`config.mk`:
```
export PLATFORM = sky130hd
export DESIGN_NAME = uart_rx_flat
export DESIGN_NICKNAME = d
export VERILOG_FILES = /design/src/rtl/uart_rx_if.sv /design/src/rtl/uart_rx.sv /design/src/flat_wrapper.sv
export SDC_FILE = /design/constraint.sdc
export NUM_CORES = 1
export LEC_CHECK = 0
export CAP_MARGIN = 20
export CORE_ASPECT_RATIO = 0.5
export CORE_UTILIZATION = 50
export CTS_CLUSTER_SIZE = 25
export DETAILED_ROUTE_END_ITERATION = 6
export PLACE_DENSITY_LB_ADDON = 0.05
export REMOVE_ABC_BUFFERS = 1
export SLEW_MARGIN = 30
export SYNTH_ARGS = -nofsm -noshare
export SYNTH_HDL_FRONTEND = slang
export SYNTH_SLANG_ARGS = --single-unit
```
`constraint.sdc`:
```
create_clock -name clk -period 2 [get_ports clk]
set_input_delay 0.2 -clock clk [delete_from_list [all_inputs] [get_ports clk]]
set_output_delay 0.2 -clock clk [all_outputs]
set_load 0.005 [all_outputs]
```
`src/rtl/uart_rx_if.sv`:
```
// uart_rx_if - serial line input, enable and received-byte outputs of the UART receiver.
// The master side drives the line and the enable; the slave side is the receiver.
interface uart_rx_if;
  logic       uart_rxd;
  logic       uart_rx_en;
  logic       uart_rxbusy;
  logic       uart_rx_valid;
  logic [7:0] uart_rx_data;
  logic       uart_rx_ferr;
  logic       uart_rx_perr;

  modport master (
    output uart_rxd,
    output uart_rx_en,
    input  uart_rxbusy,
    input  uart_rx_valid,
    input  uart_rx_data,
    input  uart_rx_ferr,
    input  uart_rx_perr
  );

  modport slave (
    input  uart_rxd,
    input  uart_rx_en,
    output uart_rxbusy,
    output uart_rx_valid,
    output uart_rx_data,
    output uart_rx_ferr,
    output uart_rx_perr
  );
endinterface

```
`src/rtl/uart_rx.sv`:
```
// uart_rx - 8-bit LSB-first asynchronous serial receiver, sampling each bit at mid-bit.
// Frame is 8N1 by default; defining UART_RX_PARITY_EN adds an even parity bit (8E1)
// and enables the parity-error strobe.
// Requires CPB = CLK_FREQ / BAUD_RATE >= 4.
module uart_rx #(
  parameter int CLK_FREQ  = 50_000_000,
  parameter int BAUD_RATE = 9600
) (
  input logic      clk,
  input logic      reset,
  uart_rx_if.slave rx
);
  localparam int CPB  = CLK_FREQ / BAUD_RATE;
  localparam int HALF = CPB / 2;
  localparam int CW   = $clog2(CPB + 1);

  typedef enum logic [2:0] {
    S_IDLE,
    S_START,
    S_DATA,
`ifdef UART_RX_PARITY_EN
    S_PARITY,
`endif
    S_STOP
  } state_t;

  // Input path: two synchronizer stages plus one delayed copy for edge detection.
  logic sync1_q;
  logic rxs_q;
  logic rxs_dly_q;

  state_t        state_q;
  logic [CW-1:0] cnt_q;
  logic [2:0]    idx_q;
  logic [7:0]    shift_q;
  logic [7:0]    data_q;
  logic          busy_q;
  logic          valid_q;
  logic          ferr_q;
`ifdef UART_RX_PARITY_EN
  logic          perr_q;
  logic          perr_flag_q;
`endif

  logic [CW-1:0] wait_last;
  logic          tick;
  logic          fall;

  // Synchronize the asynchronous line; all flops idle high so reset never fakes a start edge.
  always_ff @(posedge clk) begin
    if (reset) begin
      sync1_q   <= 1'b1;
      rxs_q     <= 1'b1;
      rxs_dly_q <= 1'b1;
    end else begin
      sync1_q   <= rx.uart_rxd;
      rxs_q     <= sync1_q;
      rxs_dly_q <= rxs_q;
    end
  end

  // Sample point of the current state: half a bit into START, a full bit elsewhere.
  always_comb begin
    wait_last = (state_q == S_START) ? CW'(HALF - 1) : CW'(CPB - 1);
    tick      = (cnt_q == wait_last);
    fall      = rxs_dly_q & ~rxs_q;
  end

  // Receiver FSM with registered busy, data and one-cycle result strobes.
  always_ff @(posedge clk) begin
    if (reset) begin
      state_q     <= S_IDLE;
      cnt_q       <= '0;
      idx_q       <= '0;
      shift_q     <= '0;
      data_q      <= '0;
      busy_q      <= 1'b0;
      valid_q     <= 1'b0;
      ferr_q      <= 1'b0;
`ifdef UART_RX_PARITY_EN
      perr_q      <= 1'b0;
      perr_flag_q <= 1'b0;
`endif
    end else begin
      valid_q <= 1'b0;
      ferr_q  <= 1'b0;
`ifdef UART_RX_PARITY_EN
      perr_q  <= 1'b0;
`endif
      case (state_q)
        S_IDLE: begin
          cnt_q <= '0;
          idx_q <= '0;
          if (rx.uart_rx_en && fall) begin
            state_q     <= S_START;
            busy_q      <= 1'b1;
`ifdef UART_RX_PARITY_EN
            perr_flag_q <= 1'b0;
`endif
          end
        end
        S_START: begin
          if (tick) begin
            cnt_q <= '0;
            if (rxs_q) begin
              // Line back high at mid start bit: treat as a glitch.
              state_q <= S_IDLE;
              busy_q  <= 1'b0;
            end else begin
              state_q <= S_DATA;
            end
          end else begin
            cnt_q <= cnt_q + 1'b1;
          end
        end
        S_DATA: begin
          if (tick) begin
            cnt_q   <= '0;
            shift_q <= {rxs_q, shift_q[7:1]};
            if (idx_q == 3'd7) begin
              idx_q   <= '0;
`ifdef UART_RX_PARITY_EN
              state_q <= S_PARITY;
`else
              state_q <= S_STOP;
`endif
            end else begin
              idx_q <= idx_q + 1'b1;
            end
          end else begin
            cnt_q <= cnt_q + 1'b1;
          end
        end
`ifdef UART_RX_PARITY_EN
        S_PARITY: begin
          if (tick) begin
            cnt_q       <= '0;
            perr_flag_q <= (^shift_q) ^ rxs_q;
            state_q     <= S_STOP;
          end else begin
            cnt_q <= cnt_q + 1'b1;
          end
        end
`endif
        S_STOP: begin
          if (tick) begin
            cnt_q   <= '0;
            state_q <= S_IDLE;
            busy_q  <= 1'b0;
            if (!rxs_q) begin
              ferr_q <= 1'b1;
`ifdef UART_RX_PARITY_EN
            end else if (perr_flag_q) begin
              perr_q <= 1'b1;
`endif
            end else begin
              data_q  <= shift_q;
              valid_q <= 1'b1;
            end
          end else begin
            cnt_q <= cnt_q + 1'b1;
          end
        end
        default: begin
          state_q <= S_IDLE;
          busy_q  <= 1'b0;
          cnt_q   <= '0;
        end
      endcase
    end
  end

  assign rx.uart_rxbusy   = busy_q;
  assign rx.uart_rx_valid = valid_q;
  assign rx.uart_rx_data  = data_q;
  assign rx.uart_rx_ferr  = ferr_q;
`ifdef UART_RX_PARITY_EN
  assign rx.uart_rx_perr  = perr_q;
`else
  assign rx.uart_rx_perr  = 1'b0;
`endif

endmodule

```
`src/flat_wrapper.sv`:
```
// flat-port wrapper written by rule: the top's interface ports become plain ports
module uart_rx_flat 
#(
  parameter int CLK_FREQ  = 50_000_000,
  parameter int BAUD_RATE = 9600
)
  (clk, reset, rx_uart_rxd, rx_uart_rx_en, rx_uart_rxbusy, rx_uart_rx_valid, rx_uart_rx_data, rx_uart_rx_ferr, rx_uart_rx_perr);
  uart_rx_if rx_i ();
  input logic clk;
  input logic reset;
  input wire logic [$bits(rx_i.uart_rxd)-1:0] rx_uart_rxd;
  input wire logic [$bits(rx_i.uart_rx_en)-1:0] rx_uart_rx_en;
  output wire logic [$bits(rx_i.uart_rxbusy)-1:0] rx_uart_rxbusy;
  output wire logic [$bits(rx_i.uart_rx_valid)-1:0] rx_uart_rx_valid;
  output wire logic [$bits(rx_i.uart_rx_data)-1:0] rx_uart_rx_data;
  output wire logic [$bits(rx_i.uart_rx_ferr)-1:0] rx_uart_rx_ferr;
  output wire logic [$bits(rx_i.uart_rx_perr)-1:0] rx_uart_rx_perr;
  assign rx_i.uart_rxd = rx_uart_rxd;
  assign rx_i.uart_rx_en = rx_uart_rx_en;
  assign rx_uart_rxbusy = rx_i.uart_rxbusy;
  assign rx_uart_rx_valid = rx_i.uart_rx_valid;
  assign rx_uart_rx_data = rx_i.uart_rx_data;
  assign rx_uart_rx_ferr = rx_i.uart_rx_ferr;
  assign rx_uart_rx_perr = rx_i.uart_rx_perr;
  uart_rx #(.CLK_FREQ(CLK_FREQ), .BAUD_RATE(BAUD_RATE)) u_core (.clk(clk), .reset(reset), .rx(rx_i));
endmodule
```
; ---- After elaboration in Yosys (flattened, before gate mapping)
; Index checks and enable logic that the tools add are counted.
[classes]
eq_ne = 11
addsub = 2
reduce_logical = 11
n_mux = 18
bitwise = 6
[op_table]
columns = cell, count
row1 = 3-bit two-way mux, 7
row2 = "13-bit by 1-bit adder with 13-bit output, second input constant", 1
row3 = 13-bit equality test, 1
row4 = 13-bit two-way mux, 1
row5 = "2-bit by 1-bit inequality test with 1-bit output, second input constant", 6
row6 = 3-bit one-hot mux with 4 select lines, 1
row7 = 5-bit AND reduction, 2
row8 = 3-bit OR reduction, 3
row9 = "3-bit by 2-bit equality test with 1-bit output, second input constant", 2
row10 = 1-bit two-way mux, 6
row11 = 3-bit one-hot mux with 2 select lines, 1
row12 = 1-bit NOT, 5
row13 = 1-bit one-hot mux with 4 select lines, 1
row14 = 2-bit AND reduction, 2
row15 = "3-bit by 1-bit adder with 3-bit output, second input constant", 1
row16 = "3-bit by 1-bit equality test with 1-bit output, second input constant", 1
row17 = "3-bit equality test, second input constant", 1
row18 = 3-bit zero test, 1
row19 = 3-bit AND reduction, 1
row20 = 2-bit two-way mux, 1
row21 = 2-bit nonzero test, 1
row22 = 1-bit AND, 1
row23 = 1-bit logical AND, 1
[word_totals]
word_cells = 59
ff_bits = 41
output_inout_bits = 12

; ---- Longest topological paths before layout
[depth]
depth_word = 5
mapped_depth = 7

; ---- Worst setup path after synthesis
; No wires, ideal clock.
[synth_path]
kind = flip-flop to flip-flop
startpoint = reg u_core.state_q[1]
endpoint = reg u_core.cnt_q[8]
stages_incl_launch_ff = 8
path_buffers = 2
period_less_slack_ns = 1.923
setup_slack_ns = 0.077
t_arrival_ns = 1.809
path_cell_list = dfxtp_1 -> buf_6 -> nand2b_4 -> or4_4 -> a211oi_2 -> or3_4 -> buf_6 -> nor2_1
[synth_between]
elab_chain_len = 4
elab_cells_between_ends = 8
[synth_rtl]
columns = item, line
row1 = "start, declared", uart_rx.sv:32  ; state_t state_q;
row2 = "start signal, assigned", uart_rx.sv:72  ; state_q <= S_IDLE;
row3 = "start signal, assigned", uart_rx.sv:95  ; state_q <= S_START;
row4 = "start signal, assigned", uart_rx.sv:107  ; state_q <= S_IDLE;
row5 = 3-bit by 1-bit equality test with 1-bit output / 3-bit by 2-bit equality test with 1-bit output (equally long branches), "uart_rx.sv:64, uart_rx.sv:90"
row6 = 13-bit two-way mux / 3-bit OR reduction (equally long branches), --
row7 = 13-bit equality test / 1-bit NOT (equally long branches), --
row8 = 3-bit OR reduction (no line) (*), --
row9 = "end signal, assigned", uart_rx.sv:113  ; cnt_q <= cnt_q + 1'b1;
row10 = "end signal, assigned", uart_rx.sv:131  ; cnt_q <= cnt_q + 1'b1;
row11 = "end signal, assigned", uart_rx.sv:161  ; cnt_q <= cnt_q + 1'b1;
row12 = "end, declared", uart_rx.sv:33  ; logic [CW-1:0] cnt_q;
; Mark *: on every way between the ends. The rest lies on a longest branch, timed or not.
; A chain may end at the register's enable or synchronous reset.

; ---- Final worst setup path
[layout_path]
startpoint = reg u_core.state_q[1]
endpoint = reg u_core.data_q[2], in the netlist u_core.rx.uart_rx_data[2]
[layout_between]
elab_chain_len = 4
elab_cells_between_ends = 5
[layout_rtl]
columns = item, line
row1 = 3-bit by 1-bit equality test with 1-bit output, uart_rx.sv:64  ; wait_last = (state_q == S_START) ? CW'(HALF - 1) : CW'(CPB - 1);
row2 = 13-bit two-way mux, uart_rx.sv:64
row3 = 13-bit equality test, uart_rx.sv:65  ; tick = (cnt_q == wait_last);
row4 = 3-bit AND reduction (no line) (*), --
row5 = "end signal, assigned", uart_rx.sv:157  ; data_q <= shift_q;
row6 = "end, declared", uart_rx.sv:36  ; logic [7:0] data_q;
; Marked as above.

==> results.py <==
metrics = {
    "routing": {
        "highest-signal-layer": "met4",
        "routed_wl_um": 3030,
        "remaining_drc_errors": 3,
        "first_pass_iters": 6,
        "ant_nets": 0,
        "met1_length_um": 1530,
        "avgViaCountPerCell": 5.26,
        "vias": 1225,
        "wl_per_cell_um": 13.0,
        "drtIter0Drc": 33,
        "dr_wl_met2_um": 1310,
        "wl_met3_um": 163,
    },
    "clocking": {
        "clk_latency_ns": 0.29,
        "cts_tree": "yes",
        "cts_buffers": 5,
        "cts_max_level": 2,
        "clock-sinks": 40,
        "root_buffer": "clkbuf_8",
        "clk_pin_slew_ns": 0.08,
        "clockBufferDepth": 2,
        "hold_buffers": 0,
    },
    "place": {
        "place_area_mm2": 0.00188,
        "io_buffers": 14,
        "dp.final_hpwl_um": 1960,
        "gp_congestion": 0.785,
    },
    "sta": {
        "fmax_mhz": 516,
        "finalSetupTns_ns": 0,
        "timing.final.crit_share_pct": 97.0,
        "min_period_ns": 1.94,
        "finalSetupViolations": 0,
        "timing.slew.headroom_pct": 65.7,
        "skew_ns": 0.00858,
        "worstMarginPinSlew_ns": 0.514,
        "hold_viol": 0,
        "rsz0062_at_grt": "yes",
        "worst_hold_slack_ns": 0.414,
        "drv_slew": 0,
    },
    "floorplanning": {
        "die_w_um": 84.4,
        "pin_count": 16,
        "start_util_pct": 54.5,
        "die_h_um": 43.2,
        "rows": 14,
        "coreArea_mm2": 0.00312,
        "design.die.area_mm2": 0.00365,
    },
    "grt": {
        "grt_max_degree": 22,
        "antenna_found_initial": 0,
        "grt_pass1_wl_um": 5160,
        "grtUsageTotal_pct": 18.8,
        "first_global_vias": 1149,
        "overflow": 0,
    },
    "critical_path": {
        "required_ns": 2.18,
        "crit_type": "reg -> reg",
        "arrival_ns": 2.12,
        "cp_slowest_cell": "a2111o_2",
        "reg2reg_to": "u_core.rx.uart_rx_data[2]",
        "crit_chain": "nand2b_4, or4_4, a2111o_2, mux2i_1, nor2_1",
        "crit_path_start_kind": "register",
        "endpoint_kind": "register",
        "cp_max_fo": 9,
        "reg2regPathDepth": 5,
        "max_stage_delay_ns": 0.58,
        "regToRegStartpoint": "u_core.state_q[1]",
        "rrSetupSlack_ns": 0.06,
    },
    "cells_and_area": {
        "area.growth.synth_to_final_pct": 20.6,
        "fin_util_pct": 65.7,
        "stdcell_area_mm2": 0.00205,
        "final_nets": 199,
        "drive_gt1_share_pct": 16.1,
        "antenna_cells": 0,
    },
    "min_path": {
        "hp-start": "u_core.sync1_q",
        "hold_class": "reg -> reg",
        "hold_end": "u_core.rxs_q",
        "hold_depth": 1,
    },
    "synth": {
        "synth_top_area_share_pct": 47.2,
        "synth-seq-cells": 40,
        "yosys.area.top_type": "dfxtp_1",
        "yosysSeqAreaShare_pct": 47.2,
        "synthArstFlopShare_pct": 0,
        "synth_area_mm2": 0.00170,
        "synthTopCellsByArea": "dfxtp_1 47%, mux2i_1 10%, nor2_1 7.7%",
        "avgSynthCellArea_um2": 9.87,
        "synth-main-ff-cell": "dfxtp_1",
        "ys_warn_count": 0,
        "synth.distinct_cells": 38,
        "netlist_instances": 172,
        "synth_edf_count": 0,
    },
    "power": {
        "peakVddDrop_uv": 420,
        "power_density_mw_per_mm2": 749,
        "p_clk_share_pct": 45.5,
        "p_leak_nw": 0.789,
        "p_sw_uw": 310,
        "p_int_mw": 1.22,
        "switching_share_pct": 20.2,
        "total_power_mw": 1.53,
        "combPwrFrac_pct": 2.2,
        "power.share.sequential_pct": 52.4,
    },
    "status": {
        "status": "finished, violations left",
        "violations": "DRC",
    },
    "flow_run": {
        "cap_violations": 0,
    },
}
flip-flops by register name, indices dropped and copies added, names as in the netlist:
register	flops
u_core.sync1_q	1
u_core.state_q	2
u_core.rx.uart_rx_ferr	1
u_core.idx_q	3
u_core.cnt_q	13
u_core.rx.uart_rxbusy	1
u_core.shift_q	8
u_core.rxs_q	1
u_core.rxs_dly_q	1
u_core.rx.uart_rx_data	8
u_core.rx.uart_rx_valid	1
area by class of cell:
| cell class | count | area (um^2) |
|---|---|---|
| Clock buffer | 6 | 82.6 |
| Clock inverter | 2 | 38.8 |
| Fill cell | 258 | 1070 |
| Inverter | 2 | 7.51 |
| Multi-Input combinational cell | 121 | 861 |
| Sequential cell | 40 | 803 |
| Tap cell | 40 | 50.0 |
| Timing Repair Buffer | 22 | 204 |
power groups by stage:
| stage | logic [mW] | clock network, mW | registers, mW |
|---|---|---|---|
| after floorplan | 0.0120 | 0 | 0.822 |
| after global placement | 0.0325 | 0 | 0.821 |
| after detailed placement | 0.0326 | 0 | 0.822 |
| after CTS | 0.0329 | 0.702 | 0.803 |
| after global routing | 0.0362 | 0.742 | 0.803 |
| final | 0.0330 | 0.697 | 0.803 |
stage by stage:
step / worst slack, ns / cells
CTS: 0.0397 / 232
finish: 0.0602 / 233
global placement: 0.0639 / 224
floorplan: -0.168 / 163
global route: -0.0317 / 233
detailed placement: 0.0393 / 224
synth_stat cells (all sizes together) (2+ instances only):
library cell and n:
nand2b 2, ha 3, o21ai 2, nand3 4, a311oi 2, nand3b 2
nor3 3, dfxtp 40, inv 2, and3 7, nor3b 2, buf 5
nand2 9, a2111oi 2, xnor2 6, xor2 5, clkbuf 4, mux2i 17
nor2 35, nor4bb 2, or2 4
how the worst max path moves through the flow:
stage,startpoint,endpoint
floorplan,u_core.state_q[0],u_core.shift_q[0]
global placement,u_core.cnt_q[9],u_core.rx.uart_rx_data[5]
detailed placement,u_core.state_q[1],u_core.rx.uart_rx_data[0]
CTS,u_core.cnt_q[2],u_core.shift_q[2]
global route,u_core.state_q[1],u_core.idx_q[2]
finish,u_core.state_q[1],u_core.rx.uart_rx_data[2]
cell usage in the layout, fill, tap and decap left out, types with 5 or more instances in the layout:
cell	Yosys	layout
xnor2_1	6	6
mux2i_1	17	16
nand2_1	9	9
clkdlybuf4s50_1	0	14
buf_4	2	7
xor2_1	5	5
nor2_1	35	35
clkbuf_8	0	6
and3_1	7	7
dfxtp_1	40	38
per-layer routing:
layer / global-route usage [%] / vias up
met1: 24.2 / 572
met5: 0 / -
met4: 7.12 / 0
li1: - / 626
met2: 29.0 / 22
met3: 7.00 / 5
critical path: cells and delay by family, from the launching register on:
family / cells / cell delay (ns)
AND/OR/NAND/NOR: 3 / 0.73
AO/OA/AOI/OAI: 1 / 0.58
flip-flops: 1 / 0.32
multiplexers: 1 / 0.20
repair_timing:
action                                  in CTS  in global routing
setup buffers                                0                  1
endpoints found under the setup margin       9                 18
pin swaps                                    0                  2
resized for setup                            3                  6
cell families (layout without fill, tap and decap cells):
kind of cell	count (synthesis)	in the layout	share of synthesized area (%)
AO/OA/AOI/OAI	13	13	7.44
buffers and inverters	11	32	4.20
other	1	1	0.221
AND/OR/NAND/NOR	76	76	23.1
flip-flops	40	40	47.2
XOR/XNOR	11	11	5.67
adder cells (fa/ha/maj)	3	3	2.21
multiplexers	17	17	10.0
Note: power is estimated with default switching activity, not from simulation.
